==> config.mk <==
export PLATFORM = sky130hd
export DESIGN_NAME = range_session_ctrl
export DESIGN_NICKNAME = d
export VERILOG_FILES = /design/src/rtl/range_session_ctrl_pkg.sv /design/src/rtl/range_session_ctrl_rr_arbiter.sv /design/src/rtl/range_session_ctrl.sv
export SDC_FILE = /design/constraint.sdc
export NUM_CORES = 1
export LEC_CHECK = 0
export BUFFER_PORTS_ARGS = -buffer_cell sky130_fd_sc_hd__buf_4
export CORE_UTILIZATION = 46
export CTS_CLUSTER_DIAMETER = 30
export CTS_CLUSTER_SIZE = 24
export DETAILED_ROUTE_END_ITERATION = 10
export GPL_TIMING_DRIVEN = 0
export PLACE_DENSITY = 0.88
export REMOVE_ABC_BUFFERS = 1
export SYNTH_ARGS = -nofsm -noshare
export SYNTH_HDL_FRONTEND = slang
export SYNTH_SLANG_ARGS = --single-unit
==> constraint.sdc <==
create_clock -name i_clk -period 1.6 [get_ports i_clk]
set_input_delay 0.08 -clock i_clk [delete_from_list [all_inputs] [get_ports i_clk]]
set_output_delay 0.08 -clock i_clk [all_outputs]
set_load 0.02 [all_outputs]
==> src/rtl/range_session_ctrl_pkg.sv <==
`default_nettype none
// +----------------------------------------------------------------------------+
// | Package  : range_pkg                                                       |
// | Purpose  : Shared types and constants for the range-finder session         |
// |            controller and its round-robin arbiter.                         |
// | Contents : state_e  - controller FSM states                                |
// |            result_t - {id, range, error} result record                     |
// |            RANGE_WIDTH - default sample/range width                        |
// |            idw()    - index width for an N-wide one-hot vector             |
// | Revision : 1.0  initial release                                            |
// +----------------------------------------------------------------------------+
package range_pkg;

  localparam int RANGE_WIDTH = 10;

  typedef enum logic [2:0] {
    ST_IDLE    = 3'd0,
    ST_FIRST   = 3'd1,
    ST_RUN     = 3'd2,
    ST_DUP     = 3'd3,
    ST_CAPTURE = 3'd4,
    ST_RESULT  = 3'd5
  } state_e;

  typedef struct packed {
    logic [7:0]             id;
    logic [RANGE_WIDTH-1:0] range;
    logic                   error;
  } result_t;

  // Width of an index into an n-entry vector; never zero so ports stay legal
  // for a single requester.
  function automatic int idw(input int n);
    return (n > 1) ? $clog2(n) : 1;
  endfunction

endpackage : range_pkg
`default_nettype wire

==> src/rtl/range_session_ctrl_rr_arbiter.sv <==
`default_nettype none
// +----------------------------------------------------------------------------+
// | Module   : rr_arbiter                                                      |
// | Purpose  : NREQ-wide round-robin picker. The search starts at the          |
// |            requester after the last winner; priority resets to 0.          |
// | Ports    : i_clk, i_rst      clock, async active-high reset                 |
// |            i_req             request vector                                |
// |            i_advance         move priority past the current owner          |
// |            i_grant           current owner (one-hot), used on advance      |
// |            o_grant_next      one-hot pick for the present requests         |
// | Revision : 1.0  initial release                                            |
// +----------------------------------------------------------------------------+
module rr_arbiter
  import range_pkg::*;
#(
  parameter int NREQ = 2
) (
  input  logic            i_clk,
  input  logic            i_rst,
  input  logic [NREQ-1:0] i_req,
  input  logic            i_advance,
  input  logic [NREQ-1:0] i_grant,
  output logic [NREQ-1:0] o_grant_next
);

  localparam int IDW = idw(NREQ);

  logic [IDW-1:0] r_ptr;
  logic [IDW-1:0] w_win_idx;
  logic [IDW-1:0] w_ptr_nxt;

  // Scan requesters starting at r_ptr, wrapping once around.
  always_comb begin : p_pick
    int   idx;
    logic found;
    o_grant_next = '0;
    found        = 1'b0;
    idx          = 0;
    for (int k = 0; k < NREQ; k++) begin
      idx = int'(r_ptr) + k;
      if (idx >= NREQ) idx = idx - NREQ;
      if (!found && i_req[IDW'(idx)]) begin
        o_grant_next[IDW'(idx)] = 1'b1;
        found                   = 1'b1;
      end
    end
  end

  always_comb begin : p_win_idx
    w_win_idx = '0;
    for (int k = 0; k < NREQ; k++) begin
      if (i_grant[k]) w_win_idx = IDW'(k);
    end
  end

  assign w_ptr_nxt = (int'(w_win_idx) == NREQ - 1) ? '0 : w_win_idx + IDW'(1);

  always_ff @(posedge i_clk or posedge i_rst) begin
    if (i_rst) begin
      r_ptr <= '0;
    end else if (i_advance) begin
      r_ptr <= w_ptr_nxt;
    end
  end

endmodule : rr_arbiter
`default_nettype wire

==> src/rtl/range_session_ctrl.sv <==
`default_nettype none
// +----------------------------------------------------------------------------+
// | Module   : range_session_ctrl                                              |
// | Purpose  : Shares one range-finder datapath among NREQ sample streams.     |
// |            Grants one requester per session, turns its valid/last stream   |
// |            into go/finish strobes and returns the captured range.          |
// | Ports    : i_clk, i_rst            clock, async active-high reset          |
// |            i_req                   per-requester session request           |
// |            o_grant                 one-hot session owner                   |
// |            i_s_data/valid/last     per-requester sample streams            |
// |            o_s_ready               accept strobe (owner only)              |
// |            o_rf_data/go/finish     registered range-finder drive           |
// |            i_rf_range, i_rf_error  range-finder result                     |
// |            o_res_valid/id/range/error  result to the session owner         |
// | Revision : 1.0  initial release                                            |
// +----------------------------------------------------------------------------+
module range_session_ctrl
  import range_pkg::*;
#(
  parameter int WIDTH   = RANGE_WIDTH,
  parameter int NREQ    = 2,
  parameter int MAX_GAP = 15
) (
  input  logic                  i_clk,
  input  logic                  i_rst,
  input  logic [NREQ-1:0]       i_req,
  output logic [NREQ-1:0]       o_grant,
  input  logic [NREQ*WIDTH-1:0] i_s_data,
  input  logic [NREQ-1:0]       i_s_valid,
  input  logic [NREQ-1:0]       i_s_last,
  output logic [NREQ-1:0]       o_s_ready,
  output logic [WIDTH-1:0]      o_rf_data,
  output logic                  o_rf_go,
  output logic                  o_rf_finish,
  input  logic [WIDTH-1:0]      i_rf_range,
  input  logic                  i_rf_error,
  output logic                  o_res_valid,
  output logic [idw(NREQ)-1:0]  o_res_id,
  output logic [WIDTH-1:0]      o_res_range,
  output logic                  o_res_error
);

  localparam int IDW = idw(NREQ);
  localparam int GW  = $clog2(MAX_GAP + 1);
  localparam logic [GW-1:0] C_GAP_LAST = GW'(MAX_GAP - 1);

  state_e          r_state, w_state_nxt;
  logic [NREQ-1:0] r_grant, w_grant_nxt, w_arb_grant, w_s_ready;
  logic [IDW-1:0]  r_gidx, w_gidx_nxt, w_arb_idx, r_res_id;
  logic [WIDTH-1:0] r_rf_data, w_rf_data_nxt, w_sample, r_res_range;
  logic            r_rf_go, w_go_nxt;
  logic            r_rf_finish, w_fin_nxt;
  logic            r_abort, w_abort_nxt;
  logic            r_res_error, w_capture;
  logic [GW-1:0]   r_gap, w_gap_nxt;
  logic            w_acc, w_last;

  rr_arbiter #(
    .NREQ (NREQ)
  ) u_arb (
    .i_clk        (i_clk),
    .i_rst        (i_rst),
    .i_req        (i_req),
    .i_advance    (r_state == ST_RESULT),
    .i_grant      (r_grant),
    .o_grant_next (w_arb_grant)
  );

  always_comb begin : p_arb_idx
    w_arb_idx = '0;
    for (int k = 0; k < NREQ; k++) begin
      if (w_arb_grant[k]) w_arb_idx = IDW'(k);
    end
  end

  // Ready depends only on state and owner so a source may gate valid on it.
  assign w_s_ready = ((r_state == ST_FIRST) || (r_state == ST_RUN)) ? r_grant : '0;
  assign w_acc     = |(i_s_valid & w_s_ready);
  assign w_last    = |(i_s_valid & i_s_last & w_s_ready);
  assign w_sample  = i_s_data[int'(r_gidx)*WIDTH +: WIDTH];

  always_ff @(posedge i_clk or posedge i_rst) begin
    if (i_rst) r_state <= ST_IDLE;
    else       r_state <= w_state_nxt;
  end

  always_comb begin : p_next
    w_state_nxt   = r_state;
    w_grant_nxt   = r_grant;
    w_gidx_nxt    = r_gidx;
    w_rf_data_nxt = r_rf_data;
    w_go_nxt      = 1'b0;
    w_fin_nxt     = 1'b0;
    w_gap_nxt     = r_gap;
    w_abort_nxt   = r_abort;
    w_capture     = 1'b0;
    case (r_state)
      ST_IDLE: begin
        w_gap_nxt   = '0;
        w_abort_nxt = 1'b0;
        if (|i_req) begin
          w_grant_nxt = w_arb_grant;
          w_gidx_nxt  = w_arb_idx;
          w_state_nxt = ST_FIRST;
        end
      end
      ST_FIRST: begin
        if (w_acc) begin
          w_go_nxt      = 1'b1;
          w_rf_data_nxt = w_sample;
          w_gap_nxt     = '0;
          w_state_nxt   = w_last ? ST_DUP : ST_RUN;
        end
      end
      ST_RUN: begin
        if (w_acc) begin
          w_rf_data_nxt = w_sample;
          w_gap_nxt     = '0;
          if (w_last) begin
            w_fin_nxt   = 1'b1;
            w_state_nxt = ST_CAPTURE;
          end
        end else if (r_gap == C_GAP_LAST) begin
          // Stream went quiet too long: close on the held sample.
          w_fin_nxt   = 1'b1;
          w_abort_nxt = 1'b1;
          w_state_nxt = ST_CAPTURE;
        end else begin
          w_gap_nxt = r_gap + GW'(1);
        end
      end
      ST_DUP: begin
        // Repeat the lone sample with finish so go and finish never overlap.
        w_fin_nxt   = 1'b1;
        w_state_nxt = ST_CAPTURE;
      end
      ST_CAPTURE: begin
        // The result is valid the cycle after finish, so wait out the
        // cycle in which finish is still being driven.
        if (!r_rf_finish) begin
          w_capture   = 1'b1;
          w_state_nxt = ST_RESULT;
        end
      end
      ST_RESULT: begin
        w_grant_nxt = '0;
        w_state_nxt = ST_IDLE;
      end
      default: begin
        w_grant_nxt = '0;
        w_state_nxt = ST_IDLE;
      end
    endcase
  end

  always_ff @(posedge i_clk or posedge i_rst) begin
    if (i_rst) begin
      r_grant     <= '0;
      r_gidx      <= '0;
      r_rf_data   <= '0;
      r_rf_go     <= 1'b0;
      r_rf_finish <= 1'b0;
      r_gap       <= '0;
      r_abort     <= 1'b0;
      r_res_range <= '0;
      r_res_error <= 1'b0;
      r_res_id    <= '0;
    end else begin
      r_grant     <= w_grant_nxt;
      r_gidx      <= w_gidx_nxt;
      r_rf_data   <= w_rf_data_nxt;
      r_rf_go     <= w_go_nxt;
      r_rf_finish <= w_fin_nxt;
      r_gap       <= w_gap_nxt;
      r_abort     <= w_abort_nxt;
      if (w_capture) begin
        r_res_range <= i_rf_range;
        r_res_error <= i_rf_error | r_abort;
        r_res_id    <= r_gidx;
      end
    end
  end

  assign o_grant     = r_grant;
  assign o_s_ready   = w_s_ready;
  assign o_rf_data   = r_rf_data;
  assign o_rf_go     = r_rf_go;
  assign o_rf_finish = r_rf_finish;
  assign o_res_valid = (r_state == ST_RESULT);
  assign o_res_id    = r_res_id;
  assign o_res_range = r_res_range;
  assign o_res_error = r_res_error;

endmodule : range_session_ctrl
`default_nettype wire

; Word-level counts from Yosys, hierarchy flattened
; Index checks and enable logic that the tools add are counted.
[op_classes]
mul = 1
muxes = 42
addsub = 5
n_eq_ne = 14
magnitude_cmp = 6
shifts = 1
n_reduce_logical = 19
bitwise = 6
[op_table]
columns = cell, n
row1 = 1-bit two-way mux, 22
row2 = 20-bit by 6-bit indexed part select with 10-bit output, 1
row3 = 3-bit two-way mux, 6
row4 = 3-bit one-hot mux with 5 select lines, 1
row5 = 4-bit two-way mux, 3
row6 = 4-bit one-hot mux with 3 select lines, 1
row7 = 2-bit two-way mux, 4
row8 = 2-bit != test (second input constant), 4
row9 = 2-bit OR reduction, 4
row10 = 2-bit AND, 3
row11 = 3-bit by 2-bit equality test with 1-bit output (second input constant), 2
row12 = 3-bit equality test (second input constant), 2
row13 = 1-bit by 3-bit < comparator with 1-bit output (second input constant), 2
row14 = 3-bit != test (second input constant), 2
row15 = 2-bit AND reduction, 3
row16 = 3-bit AND reduction, 2
row17 = 5-bit AND reduction, 1
row18 = 4-bit by 1-bit adder with 4-bit output (second input constant), 1
row19 = 4-bit equality test (second input constant), 1
row20 = 1-bit by 3-bit multiplier with 4-bit output (second input constant), 1
row21 = 1-bit one-hot mux with 2 select lines, 2
row22 = 2-bit one-hot mux with 2 select lines, 1
row23 = 4-bit OR reduction, 1
row24 = 3-bit by 1-bit equality test with 1-bit output (second input constant), 1
row25 = other kinds (18), 23
[totals]
input_bits = 39
out_inout_bits = 29
register_bits = 36

; Longest topological paths before layout
; Gate-level depths: netlist of the first run.
[depth]
depth_word = 11
mapped_depth = 5
depth_no_buf = 5

; Cells and area by module
; From an unflattened synthesis of the first run, not the netlist that was laid out.
[unflattened]
hier_cells = 157
hier_area_um2 = 1710.4
[modules_own_cells]
columns = module, instances, area_per_inst_um2, seq_area_each_um2, cells_per_inst
row1 = range_session_ctrl, 1, 1655.3, 875.8, 150
row2 = rr_arbiter, 1, 55.1, 25.0, 7

; Worst setup path before layout of the first run
; Ideal clock, no wire load.
[synth_timing]
path_type = register -> register
start = register r_rf_finish (netlist: o_rf_finish)
end = register r_res_range[0] (netlist: o_res_range[0])
n_path_buf = 1
path_slack_ns = 0.114
period_less_slack_ns = 1.486
arrival_ns = 1.359
setup_ns = 0.128
path_stages_with_launch = 4
path_cell_list = dfrtp_1 > nor4b_2 > buf_2 > mux2_1
[synth_between]
elab_chain_len = 2
[synth_lines]
columns = item, line
row1 = start: declaration, range_session_ctrl.sv:52  ; logic r_rf_finish, w_fin_nxt;
row2 = start signal: assignment, range_session_ctrl.sv:173  ; r_rf_finish <= w_fin_nxt;
row3 = 1-bit two-way mux, range_session_ctrl.sv:140  ; if (!r_rf_finish) begin
row4 = 1-bit two-way mux, range_session_ctrl.sv:97  ; case (r_state)
row5 = end signal: assignment, range_session_ctrl.sv:177  ; r_res_range <= i_rf_range;
row6 = end: declaration, range_session_ctrl.sv:50  ; logic [WIDTH-1:0] r_rf_data, w_rf_data_nxt, w_sample, r_res_range;
; No other way between the ends.
; A chain may end at the register's enable or synchronous reset.

; Worst setup path after layout of the first run
[layout_timing]
start = register r_grant[0] (netlist: o_grant[0])
end = register r_rf_data[6] (netlist: o_rf_data[6])
[layout_between]
elab_chain_len = 4
[layout_lines]
columns = item, line
row1 = start: declaration, range_session_ctrl.sv:48  ; logic [NREQ-1:0] r_grant, w_grant_nxt, w_arb_grant, w_s_ready;
row2 = start signal: assignment, range_session_ctrl.sv:169  ; r_grant <= w_grant_nxt;
row3 = 2-bit two-way mux, range_session_ctrl.sv:77  ; assign w_s_ready = ((r_state == ST_FIRST) || (r_state == ST_RUN)) ? r_grant : '0;
row4 = 2-bit AND, range_session_ctrl.sv:78  ; assign w_acc = |(i_s_valid & w_s_ready);
row5 = 2-bit OR reduction, range_session_ctrl.sv:78
row6 = 2-bit AND reduction (no line), --
row7 = end signal: assignment, range_session_ctrl.sv:171  ; r_rf_data <= w_rf_data_nxt;
row8 = end: declaration, range_session_ctrl.sv:50
; No other way between the ends.

==> metrics.yaml, run 1 <==
outcome:
  status: "finished, final reports clean"
floorplan:
  placeableCoreArea_um2: 3100
  initial_core_util_pct: 49.0
  die_y_um: 59.5
  num_rows: 20
  die_width_um: 59.5
  num_io_pins: 68
  dieArea_um2: 3540
detailed_routing:
  wl_per_cell_um: 15.6
  ant_nets: 0
  dr.pass1.iters: 4
  route.detailed.drc: 0
  drt_first_iter_violations: 43
  vias_per_cell: 5.25
  wl_mm: 3.82
  vias: 1281
synth:
  yosysSeqAreaShare_pct: 54.3
  synth.ff_latch_count: 33
  ys_warn_count: 0
  async_reset_ff_share_pct: 100
  synth_edf_count: 0
  synth.most_common_cell: "dfrtp_1"
  ys.flop_type: "dfrtp_1"
  netlist_top_cells_area: "dfrtp_1 (54%), mux2_4 (9.9%), mux2_1 (6.7%), buf_4 (2.0%), ha_1 (1.6%)"
  synth_area_um2: 1520
  synth_top_area_cell: "dfrtp_1"
  synthDominantCellAreaShare_pct: 54.3
  netlist_instances: 120
  synth_common_cells: "dfrtp_1 (33), mux2_4 (10), mux2_1 (9), inv_1 (6)"
  postSynthAreaPerCell_um2: 12.7
  synth_cell_type_count: 37
worst_setup_path:
  cp_slowest_stage_delay_ns: 0.51
  start_kind: "flip-flop"
  critPathRequiredTime_ns: 1.82
  path_delay_family: "flip-flops"
  crit_type: "flip-flop to flip-flop"
  slowest_stage: "dfrtp_1"
  path_depth: 4
  rr_worst_depth: 4
  cp-end-kind: "flip-flop"
  cp_max_fo: 10
  arrival_ns: 1.73
  cp_num_buf_inv: 1
  cp_cell_sequence: "nor2b_1 > nand3b_1 > buf_6 > mux2_4"
power_and_ir_drop:
  power_density_nw_per_um2: 646
  pwr-share-comb_pct: 12.3
  ir_drop_mv: 0.405
  p_int_mw: 1.12
  p_leak_nw: 1.09
  p_clk_share_pct: 29.3
  p_seq_share_pct: 58.4
  p_switching_uw: 345
  sw_frac_of_total_pct: 23.6
finish:
  regArea_um2: 830
  fin_area_um2: 2270
  multi_input_area_um2: 654
  drive_gt1_share_pct: 42.0
  diodes: 0
  finalNetCount: 240
  fillers: 204
  syn2layout_area_growth_pct: 49.0
clocking:
  tritoncts: "done"
  cts_root_buffer: "clkbuf_4"
  clockBufferDepth: 2
  clkTransAtPathRegs_ns: 0.09
  clock_latency_ns: 0.33
  cts_made_buffers: 5
  htreeDepth: 2
  cts_sinks: 33
sta:
  fin_setup_tns_ns: 0
  finalCriticalPeriod_ns: 1.51
  maxSlewViolCount: 0
  max_freq_mhz: 662
  post-route-period-util_pct: 94.4
  finalClockSkew_ns: 0.00491
  final-setup-viol-count: 0
  hold_violations: 0
job:
  drv_cap: 0
place:
  postPlaceCellArea_um2: 1920
  gp_congestion: 0.822
  dp_hpwl_mm: 2.34
  portBuffers: 52
global_routing:
  grt_pass1_vias: 1312
  grt_pass1_wl_mm: 5.96
  antenna_found_initial: 0
  grt_overflow: 0
  grt_usage_pct: 23.5
  grt_max_degree: 34
worst_hold_path:
  hold_path.class: "input pin to flip-flop"
  min_path_cells: 3
## what timing repair did
action	4_1_cts	5_1_grt
endpoints found under the setup margin	26	15
hold buffers	20	1
hold endpoints to repair	20	33
resized for setup	4	5
pin swaps	2	2
setup buffers	4	0
## power groups by stage
stage | Combinational (mW) | Clock [mW] | Sequential, mW
after floorplan | 0.0292 | 0 | 0.888
after global placement | 0.124 | 0 | 0.870
after detailed placement | 0.128 | 0 | 0.871
after CTS | 0.168 | 0.448 | 0.854
after global routing | 0.193 | 0.486 | 0.857
final | 0.180 | 0.429 | 0.855
## per-stage QoR
| step | worst slack (ns) | util [%] | power [mW] | cells | hold WS, ns |
|---|---|---|---|---|---|
| after global placement | -0.502 | 61.8 | 0.994 | 210 | 0.299 |
| final | 0.0891 | 73.1 | 1.46 | 244 | 0.0501 |
| after global routing | -0.0107 | 73.1 | 1.54 | 244 | 0.0696 |
| after detailed placement | -0.598 | 61.8 | 0.999 | 210 | 0.306 |
| after floorplan | -0.243 | - | 0.917 | 114 | 0.209 |
| after CTS | 0.0260 | 71.6 | 1.47 | 242 | 0.0248 |
## layer usage
metal  global-route usage, %  share of wire (%)  up-vias
li1                        -                  -      579
met4                    13.0                2.4        0
met1                    25.9                 38      628
met5                       0                  0        -
met3                    6.11                6.3        8
met2                    41.1                 53       66
## sequential cells by signal, summed over array words and instances, names as in the netlist
register / count
o_rf_data: 10
o_rf_finish: 1
o_grant: 1
o_res_error: 1
r_gap: 4
o_rf_go: 1
r_abort: 1
r_state: 3
o_res_range: 10
u_arb.r_ptr: 1
## area by class of cell
| type | instances | share of cell area (%) |
|---|---|---|
| Clock inverter | 2 | 0.442 |
| Tap cell | 44 | 2.43 |
| Clock buffer | 6 | 1.82 |
| Timing Repair Buffer | 78 | 28.9 |
| Inverter | 6 | 0.993 |
| Multi-Input combinational cell | 75 | 28.9 |
| Sequential cell | 33 | 36.6 |
## placed cells by master (no fill, tap or decap), drive strengths merged, types with 3 or more instances in the layout
cell type,netlist,final
o21ai,4,4
mux2,20,20
nand2,5,5
dfrtp,33,33
clkbuf,0,6
buf,8,57
nand3,3,3
clkinv,0,3
nand3b,3,3
inv,6,5
dlygate4sd3,0,21
a21oi,4,4
nor2,5,5
conb,1,3
## worst register-to-register path, stage by stage (launching register included)
cell and delay (ns):
dfrtp_1 0.51, nor2b_1 0.26, nand3b_1 0.14, buf_6 0.18, mux2_4 0.32
## cell families (layout without fill, tap and decap cells)
| kind of cell | after synthesis | in the layout | share of synthesized area, % |
|---|---|---|---|
| AO/OA/AOI/OAI | 19 | 19 | 8.80 |
| AND/OR/NAND/NOR | 29 | 29 | 11.3 |
| adder cells (fa/ha/maj) | 2 | 2 | 1.64 |
| buffers and inverters | 14 | 92 | 5.18 |
| XOR/XNOR | 1 | 1 | 0.576 |
| flip-flops | 33 | 33 | 54.3 |
| other | 1 | 3 | 0.246 |
| multiplexers | 21 | 21 | 17.9 |
## final timing paths
kind,from,endpoint,slack (ns)
setup / recovery,o_grant[0],o_rf_data[6],0.09
hold / removal,i_s_last[0],r_state[0],0.05
setup reg to reg,o_grant[0],o_rf_data[6],0.09
hold reg to reg,u_arb.r_ptr,u_arb.r_ptr,0.49
max in group asynchronous,i_rst,r_state[2],0.97
min in group asynchronous,i_rst,o_res_range[2],0.21
(Power assumes the default switching activity.)
==> inputs of run 2 (changes only) <==
==> constraint.sdc (replaced) <==
create_clock -name i_clk -period 1.6 [get_ports i_clk]
set_input_delay 0 -clock i_clk [delete_from_list [all_inputs] [get_ports i_clk]]
set_output_delay 0 -clock i_clk [all_outputs]
set_load 0.02 [all_outputs]
==> metrics.yaml, run 2 (same netlist as run 1, synthesis figures left out) <==
outcome:
  status: "finished, final reports clean"
place:
  dp_hpwl_mm: 2.34  # unchanged
  postPlaceCellArea_um2: 1920  # unchanged
  dp_cells: 210  # unchanged
  portBuffers: 52  # unchanged
  gp_congestion: 0.822  # unchanged
floorplan:
  initial_core_util_pct: 49.0  # unchanged
  dieArea_um2: 3540  # unchanged
  die_y_um: 59.5  # unchanged
  placeableCoreArea_um2: 3100  # unchanged
  num_rows: 20  # unchanged
  num_io_pins: 68  # unchanged
  die_width_um: 59.5  # unchanged
global_routing:
  grt_pass1_wl_mm: 5.97  # +0.12%
  grt_usage_pct: 23.6  # +0.046 points
  grt_pass1_vias: 1314  # +0.15%
  grt_max_degree: 34  # unchanged
  antenna_found_initial: 0  # unchanged
  grt_overflow: 0  # unchanged
finish:
  final_common_cell: "buf_4"
  fin_area_um2: 2310  # +2.0%
  diodes: 0  # unchanged
  final_cells: 249  # +2.0%
  syn2layout_area_growth_pct: 52.0
  fillers: 201  # -1.5%
  drive_gt1_share_pct: 42.0  # -0.049 points
  final_cell_mix: "buf_4 (58), dfrtp_1 (30), dlygate4sd3_1 (23)"
  finalNetCount: 245  # +2.1%
clocking:
  htreeDepth: 2  # unchanged
  tritoncts: "done"
  clock_latency_ns: 0.33  # about the same
  cts_root_buffer: "clkbuf_4"
  clockBufferDepth: 2  # unchanged
  cts_made_buffers: 5  # unchanged
  clkTransAtPathRegs_ns: 0.10  # about the same
  cts_sinks: 33  # unchanged
power_and_ir_drop:
  sw_frac_of_total_pct: 24.1  # +0.47 points
  p_switching_uw: 356  # +3.1%
  p_int_mw: 1.12  # +0.47%
  p_leak_nw: 1.11  # +2.0%
  power_density_nw_per_um2: 640  # -0.88%
  p_seq_share_pct: 57.8  # -0.6 points
  pwr-share-comb_pct: 12.6  # +0.3 points
  p_clk_share_pct: 29.7  # +0.4 points
  ir_drop_mv: 0.520  # +28%
detailed_routing:
  dr.pass1.iters: 4  # unchanged
  vias: 1299  # +1.4%
  ant_nets: 0  # unchanged
  route.detailed.drc: 0  # unchanged
  vias_per_cell: 5.22  # -0.63%
  drt_first_iter_violations: 39  # -9.3%
  wl_per_cell_um: 15.8  # +0.84%
  wl_mm: 3.93  # +2.9%
sta:
  fin_setup_tns_ns: 0  # unchanged
  maxSlewViolCount: 0  # unchanged
  max_freq_mhz: 662  # about the same
  finalCriticalPeriod_ns: 1.51  # +0.000691 ns
  rsz0062_at_grt: "no"
  post-route-period-util_pct: 94.5  # about the same
  whs_ns: 0.0200  # -0.0300 ns
  final-setup-viol-count: 0  # unchanged
  hold_violations: 0  # unchanged
  finalClockSkew_ns: 0.00501  # +0.000102 ns
worst_setup_path:
  cp_max_fo: 8  # -2
  arrival_ns: 1.76  # +0.03 ns
  crit_type: "flip-flop to flip-flop"
  critPathCapture: "r_gap[3]"
  rr_startpoint: "r_state[0]"
  rr_worst_depth: 4  # unchanged
  critical_path.startpoint: "r_state[0]"
  reg2reg_to: "r_gap[3]"
  r2r_slack_ns: 0.09  # about the same
  start_kind: "flip-flop"
  cp-end-kind: "flip-flop"
  critPathRequiredTime_ns: 1.85  # +0.03 ns
worst_hold_path:
  hold_path.class: "input pin to flip-flop"
job:
  drv_cap: 0  # unchanged
run 2: how the worst min path moves through the flow:
stage                  start        endpoint  slack (ns)  depth (start not counted)
2_1_floorplan          i_rst      o_grant[0]        0.13                          1
3_3_place_gp   i_rf_range[5]  o_res_range[5]        0.22                          2
3_5_place_dp   i_rf_range[4]  o_res_range[4]        0.23                          2
4_1_cts         i_s_valid[0]         o_rf_go      0.0001                          3
5_1_grt         i_s_valid[0]         o_rf_go        0.03                          3
6_report            i_req[1]      o_grant[0]        0.02                          3
run 2: worst max-delay path: stages, from the launching register on:
cell and delay (ns):
dfrtp_2 0.49, buf_4 0.17, nor3b_2 0.36, nand2_1 0.19, o221ai_1 0.23
run 2: stage by stage:
| step | utilization [%] | worst slack [ns] | power [mW] |
|---|---|---|---|
| 2_1_floorplan | - | -0.243 | 0.917 |
| 3_3_place_gp | 61.8 | -0.502 | 0.994 |
| 3_5_place_dp | 61.8 | -0.598 | 0.999 |
| 4_1_cts | 72.3 | 0.0260 | 1.47 |
| 5_1_grt | 74.5 | 0.000711 | 1.54 |
| 6_report | 74.5 | 0.0884 | 1.48 |
run 2: metal layers:
| metal | up-vias | GRT usage (%) | wire length (um) |
|---|---|---|---|
| li1 | 590 | - | - |
| met2 | 66 | 40.9 | 2080 |
| met5 | - | 0 | 0 |
| met3 | 8 | 6.11 | 217 |
| met1 | 635 | 26.2 | 1540 |
| met4 | 0 | 13.0 | 91 |
run 2: area by class of cell:
class / count / area (um^2) / share of cell area (%)
Inverter: 6 / 22.5 / 0.974
Clock inverter: 2 / 10.0 / 0.433
Clock buffer: 6 / 41.3 / 1.79
Timing Repair Buffer: 83 / 704 / 30.5
Sequential cell: 33 / 830 / 35.9
Multi-Input combinational cell: 75 / 649 / 28.1
Tap cell: 44 / 55.1 / 2.38
run 2: power by group through the flow:
stage               combinational (mW)  clock [mW]  sequential (mW)
floorplan                       0.0292           0            0.888
global placement                 0.124           0            0.870
detailed placement               0.128           0            0.871
CTS                              0.172       0.448            0.854
global route                     0.199       0.488            0.857
finish                           0.186       0.439            0.855
run 2: what timing repair did:
action                                 CTS  global route
buffers inserted                         4             3
pin swaps                                2             2
hold buffers                            22             1
resized for setup                        4             4
endpoints found under the hold margin   24            33
setup endpoints to repair               25            14
